===== src/rtl/window_sum_pkg.sv =====
// Shared constants, fill-state encoding and sizing helper
// for the sliding-window adder.
package window_sum_pkg;

    localparam int MODE_WRAP = 0;
    localparam int MODE_SAT  = 1;

    typedef enum logic [1:0] {
        ST_EMPTY   = 2'd0,
        ST_FILLING = 2'd1,
        ST_FULL    = 2'd2
    } fill_state_e;

    function automatic int clog2(input int v);
        int r;
        r = 0;
        while ((1 << r) < v) r++;
        return r;
    endfunction

endpackage


===== src/rtl/window_sum_buf.sv =====
// Circular sample buffer: presents the oldest entry (the one
// about to be overwritten) and writes the new sample over it.
module window_sum_buf
    import window_sum_pkg::*;
#(
    parameter int DATA_W = 8,
    parameter int DEPTH  = 3
) (
    input  logic              clk,
    input  logic              reset,
    input  logic              wr_en_i,
    input  logic              clr_i,
    input  logic [DATA_W-1:0] d_i,
    output logic [DATA_W-1:0] old_o
);

    localparam int PTR_W = (clog2(DEPTH) > 0) ? clog2(DEPTH) : 1;

    logic [PTR_W-1:0]  wp_q, wp_d;
    logic [DATA_W-1:0] mem_q [DEPTH];

    assign old_o = mem_q[wp_q];

    always_comb begin
        wp_d = wp_q;
        if (clr_i) begin
            wp_d = '0;
        end else if (wr_en_i) begin
            if (wp_q == PTR_W'(DEPTH - 1)) wp_d = '0;
            else                           wp_d = wp_q + PTR_W'(1);
        end
    end

    always_ff @(posedge clk or negedge reset) begin
        if (!reset) begin
            wp_q <= '0;
            for (int i = 0; i < DEPTH; i++) mem_q[i] <= '0;
        end else begin
            wp_q <= wp_d;
            if (clr_i) begin
                for (int i = 0; i < DEPTH; i++) mem_q[i] <= '0;
            end else if (wr_en_i) begin
                mem_q[wp_q] <= d_i;
            end
        end
    end

endmodule


===== src/rtl/window_sum.sv =====
// Sliding-window adder over the last DEPTH accepted samples,
// with flush, fill tracking and wrap/saturate output.
module window_sum
    import window_sum_pkg::*;
#(
    parameter int DATA_W   = 8,
    parameter int DEPTH    = 3,
    parameter int SUM_W    = 8,
    parameter int SATURATE = MODE_WRAP
) (
    input  logic                       clk,
    input  logic                       reset,
    input  logic                       in_valid,
    input  logic [DATA_W-1:0]          d,
    input  logic                       clear,
    output logic [SUM_W-1:0]           sum,
    output logic [clog2(DEPTH+1)-1:0]  fill,
    output logic                       full
);

    localparam int ACC_W  = DATA_W + clog2(DEPTH);
    localparam int FILL_W = clog2(DEPTH + 1);

    logic              accept;
    logic [DATA_W-1:0] old;
    logic [ACC_W-1:0]  acc_q, acc_d;
    logic [SUM_W-1:0]  sum_q, sum_d;
    logic [FILL_W-1:0] fill_q, fill_d;
    fill_state_e       state_q, state_d;

    assign accept = in_valid & ~clear;

    window_sum_buf #(
        .DATA_W(DATA_W),
        .DEPTH (DEPTH)
    ) u_buf (
        .clk    (clk),
        .reset  (reset),
        .wr_en_i(accept),
        .clr_i  (clear),
        .d_i    (d),
        .old_o  (old)
    );

    // The oldest entry is always part of acc, so the subtraction never underflows.
    always_comb begin
        acc_d = acc_q;
        if (clear)       acc_d = '0;
        else if (accept) acc_d = acc_q + ACC_W'(d) - ACC_W'(old);
    end

    if (ACC_W > SUM_W) begin : g_narrow
        always_comb begin
            sum_d = acc_d[SUM_W-1:0];
            if (SATURATE == MODE_SAT && |acc_d[ACC_W-1:SUM_W]) sum_d = '1;
        end
    end else begin : g_wide
        assign sum_d = SUM_W'(acc_d);
    end

    always_comb begin
        state_d = state_q;
        fill_d  = fill_q;
        if (clear) begin
            state_d = ST_EMPTY;
            fill_d  = '0;
        end else if (accept) begin
            unique case (state_q)
                ST_EMPTY: begin
                    fill_d  = FILL_W'(1);
                    state_d = (DEPTH == 1) ? ST_FULL : ST_FILLING;
                end
                ST_FILLING: begin
                    fill_d = fill_q + FILL_W'(1);
                    if (fill_d == FILL_W'(DEPTH)) state_d = ST_FULL;
                end
                ST_FULL: ;
                default: begin
                    state_d = ST_EMPTY;
                    fill_d  = '0;
                end
            endcase
        end
    end

    always_ff @(posedge clk or negedge reset) begin
        if (!reset) begin
            acc_q   <= '0;
            sum_q   <= '0;
            fill_q  <= '0;
            state_q <= ST_EMPTY;
        end else begin
            acc_q   <= acc_d;
            sum_q   <= sum_d;
            fill_q  <= fill_d;
            state_q <= state_d;
        end
    end

    assign sum  = sum_q;
    assign fill = fill_q;
    assign full = (state_q == ST_FULL);

endmodule


===== config.mk =====
export PLATFORM = sky130hd
export DESIGN_NAME = window_sum
export DESIGN_NICKNAME = d
export VERILOG_FILES = /design/src/rtl/window_sum_pkg.sv /design/src/rtl/window_sum_buf.sv /design/src/rtl/window_sum.sv
export SDC_FILE = /design/constraint.sdc
export NUM_CORES = 1
export LEC_CHECK = 0
export CAP_MARGIN = 10
export CORE_MARGIN = 1.5
export CORE_UTILIZATION = 55
export DETAILED_ROUTE_END_ITERATION = 7
export PLACE_DENSITY = 0.85
export SLEW_MARGIN = 25
export SYNTH_ARGS = -nofsm -noshare
export SYNTH_HDL_FRONTEND = slang
export SYNTH_SLANG_ARGS = --single-unit

===== constraint.sdc =====
create_clock -name clk -period 4.6 [get_ports clk]
set_input_delay 0.46 -clock clk [delete_from_list [all_inputs] [get_ports clk]]
set_output_delay 0.46 -clock clk [all_outputs]
set_load 0.02 [all_outputs]

==> impl_metrics.tcl <==
set metrics [dict create \
    tightest_slew_ns 0.847 \
    status "completed" \
    pre_cts_slack_ns 1.42 \
    layout_setup_ws_ns 1.33 \
    die_w_um 68.2 \
    vias 1808 \
    slew_violations 0 \
    gp_congestion 0.820 \
    clk-insertion-delay-late_ns 0.29 \
    netlist-cell-type-count 36 \
    io_pins 23 \
    cts_tree "done" \
    slew_headroom_pct 43.6 \
    use_met3_pct 4.61 \
    syn_area_sq_mm 0.00234 \
    cp_data_arrival_time_ns 3.43 \
    cap_violations 0 \
    first_pass_iters 4 \
    r2r_start "u_buf.wp_q[0]$_DFFE_PN0P_" \
    first_global_vias 1680 \
    wirelength_um 4650 \
    drtIter0Drc 117 \
    gr-usage-met2_pct 36.0 \
    path_clk_slew_ns 0.07 \
    fin_util_pct 66.1 \
    cts_root_buf "clkbuf_8" \
    whs_ns 0.276 \
    syn_nets 286 \
    n_fill_cell 338 \
    leakage_nw 1.27 \
    crit_path_cell_trace "nor2b_1 -> buf_4 -> nand2_1 -> o21ai_0 -> fa_1 -> inv_1 -> ha_1 -> a21oi_1 -> o211ai_1 -> and4b_1 -> o21ai_0 -> nand4_1" \
    postCtsSetupRepairBufs 0 \
    placementRows 23 \
    cts-htree-levels 2 \
    drc_errors 0 \
    hold_buffers 0 \
    syn_avg_cell_area_sq_um 9.06 \
    dp_hpwl_um 3310 \
    antenna_cells 0 \
    critPathRequiredTime_ns 4.76 \
    tns_ns 0 \
    synthFlopType "dfrtp_1" \
    async_flop_share_pct 100 \
    min_period_over_period_pct 71.2 \
    avgRoutedWirePerCell_um 14.1 \
    yosysWarningCount 0 \
    worst_setup_path_start_kind "register" \
    fin_crit_ns 3.27 \
    die_y_um 68.2 \
    vias_per_cell 5.50 \
    grt.busiest_layer "met2" \
    use_met1_pct 30.9 \
    initial_core_util_pct 58.0 \
    setup_violations 0 \
    synth_seq_cells 38 \
    syn2layout_area_growth_pct 14.0 \
    p_total_mw 1.05 \
    crit_top_cell "o21ai_0" \
    core_sq_mm 0.00403 \
    max_freq_ghz 0.305 \
    critPathKind "reg -> reg" \
    antenna_found_initial 0 \
    cts_buffers 5 \
    synth_cells 258 \
    clock_sinks 38 \
    seq_area_frac_synth_pct 40.7 \
    rsz0062_at_grt "no" \
    rrSetupSlack_ns 1.33 \
    clock_skew_ns 0.00391 \
    worst_setup_path_end_kind "register" \
    dieArea_sq_mm 0.00465 \
    timing.hold.worst.class "in -> async" \
    power.density_mw_per_mm2 396 \
    cpPeakStageDelay_ns 0.77 \
    cp_max_fo 13 \
    drt.antenna.violating_nets 0 \
    r2r_end "acc_q[7]$_DFFE_PN0P_" \
    drive_gt1_share_pct 5.73 \
    reg2reg_depth 12 \
    nets 307 \
    portBuffers 22 \
    grt_pass1_wl_um 7720 \
    ir_drop_v 0.000207 \
    overflow 0 \
    grt_max_degree 41 \
    cts_resized 0 \
    hold_viol_final 0 \
    synth_edf_count 0 \
    cts_buffer_depth 2 \
    grt_usage_pct 22.5 \
    cpMaxStageDelayCell "dfrtp_1" \
]
layout by cell type, fill, tap and decap left out, types with 2 or more instances in the layout:
master | synthesis | final
inv_1 | 32 | 32
nor3b_1 | 2 | 2
o211ai_1 | 4 | 4
clkbuf_8 | 0 | 5
nand2_1 | 20 | 20
o21ai_0 | 10 | 10
nor3_1 | 5 | 5
nor2_1 | 35 | 35
o21ai_1 | 2 | 2
ha_1 | 9 | 9
dfrtp_1 | 38 | 38
xnor2_1 | 3 | 3
nand2b_1 | 2 | 2
fa_1 | 7 | 7
nand3_1 | 7 | 7
buf_4 | 3 | 4
a21oi_1 | 23 | 23
nand4_1 | 3 | 3
mux2i_1 | 25 | 25
clkdlybuf4s50_1 | 0 | 21
nor2b_1 | 5 | 5
clkinv_2 | 0 | 2
metrics by stage:
step,cells,instance area [sq um]
floorplan,258,2340
global placement,322,2580
detailed placement,322,2580
CTS,329,2660
global route,329,2660
finish,329,2660
cell usage after synthesis (2+ instances only):
| cell | n | area (sq um) |
|---|---|---|
| clkbuf_1 | 3 | 11.3 |
| nand4_1 | 3 | 18.8 |
| mux2i_1 | 25 | 250 |
| dfrtp_1 | 38 | 951 |
| nor2b_1 | 5 | 31.3 |
| nand3_1 | 7 | 35.0 |
| buf_2 | 3 | 15.0 |
| nor3b_1 | 2 | 15.0 |
| nor2_1 | 35 | 131 |
| xnor2_1 | 3 | 26.3 |
| nand2b_1 | 2 | 12.5 |
| o21ai_1 | 2 | 10.0 |
| buf_1 | 3 | 11.3 |
| fa_1 | 7 | 140 |
| a21oi_1 | 23 | 115 |
| buf_4 | 3 | 22.5 |
| inv_1 | 32 | 120 |
| nor3_1 | 5 | 25.0 |
| o211ai_1 | 4 | 30.0 |
| nand2_1 | 20 | 75.1 |
| o21ai_0 | 10 | 50.1 |
| ha_1 | 9 | 113 |
flip-flops by register name, summed over array words and instances (netlist names):
register     flops
fill             2
state_q          2
u_buf.wp_q       2
u_buf.mem_q     24
acc_q            8
worst max-delay path: cells and delay by family (launching register included):
kind	cells	cell delay (ns)
AO/OA/AOI/OAI	4	0.62
flip-flops	1	0.77
adder cells (fa/ha/maj)	2	0.84
AND/OR/NAND/NOR	4	0.64
buffers and inverters	2	0.27
routing by layer:
metal / routed length, um / part of all wire (%)
met5: 0 / 0
met4: 70 / 1.5
met3: 179 / 3.9
met2: 2200 / 47
met1: 2190 / 47
cell type report:
| class | count | area (sq um) | share of cell area (%) |
|---|---|---|---|
| Clock buffer | 5 | 68.8 | 2.58 |
| Sequential cell | 38 | 951 | 35.7 |
| Multi-Input combinational cell | 175 | 1200 | 45.1 |
| Timing Repair Buffer | 26 | 245 | 9.21 |
| Tap cell | 50 | 62.6 | 2.35 |
| Inverter | 33 | 124 | 4.65 |
| Clock inverter | 2 | 10.0 | 0.376 |
worst max path at each step:
| stage | to | slack (ns) | startpoint | depth (start not counted) |
|---|---|---|---|---|
| 2_1_floorplan | acc_q[7]$_DFFE_PN0P_ | 1.80 | u_buf.wp_q[1]$_DFFE_PN0P_ | 13 |
| 3_3_place_gp | acc_q[7]$_DFFE_PN0P_ | 1.52 | u_buf.wp_q[0]$_DFFE_PN0P_ | 11 |
| 3_5_place_dp | acc_q[6]$_DFFE_PN0P_ | 1.42 | u_buf.wp_q[0]$_DFFE_PN0P_ | 13 |
| 4_1_cts | acc_q[7]$_DFFE_PN0P_ | 1.36 | u_buf.wp_q[0]$_DFFE_PN0P_ | 12 |
| 5_1_grt | acc_q[7]$_DFFE_PN0P_ | 1.05 | u_buf.wp_q[0]$_DFFE_PN0P_ | 12 |
| 6_report | acc_q[7]$_DFFE_PN0P_ | 1.33 | u_buf.wp_q[0]$_DFFE_PN0P_ | 12 |
report_power, final:
group | switching (mW) | internal, mW
clock network | 0.114 | 0.102
logic | 0.240 | 0.202
registers | 0.0326 | 0.365
total | 0.386 | 0.669
cell families after synthesis:
family / synth area share, %
and+or+nand+nor: 17.0
AOI/OAI and AO/OA: 11.5
buffers and inverters: 7.87
DFF: 40.7
muxes: 10.7
adders and majority gates: 10.8
xor gates and xnor gates: 1.50
Power figures use the tool's default switching activity.
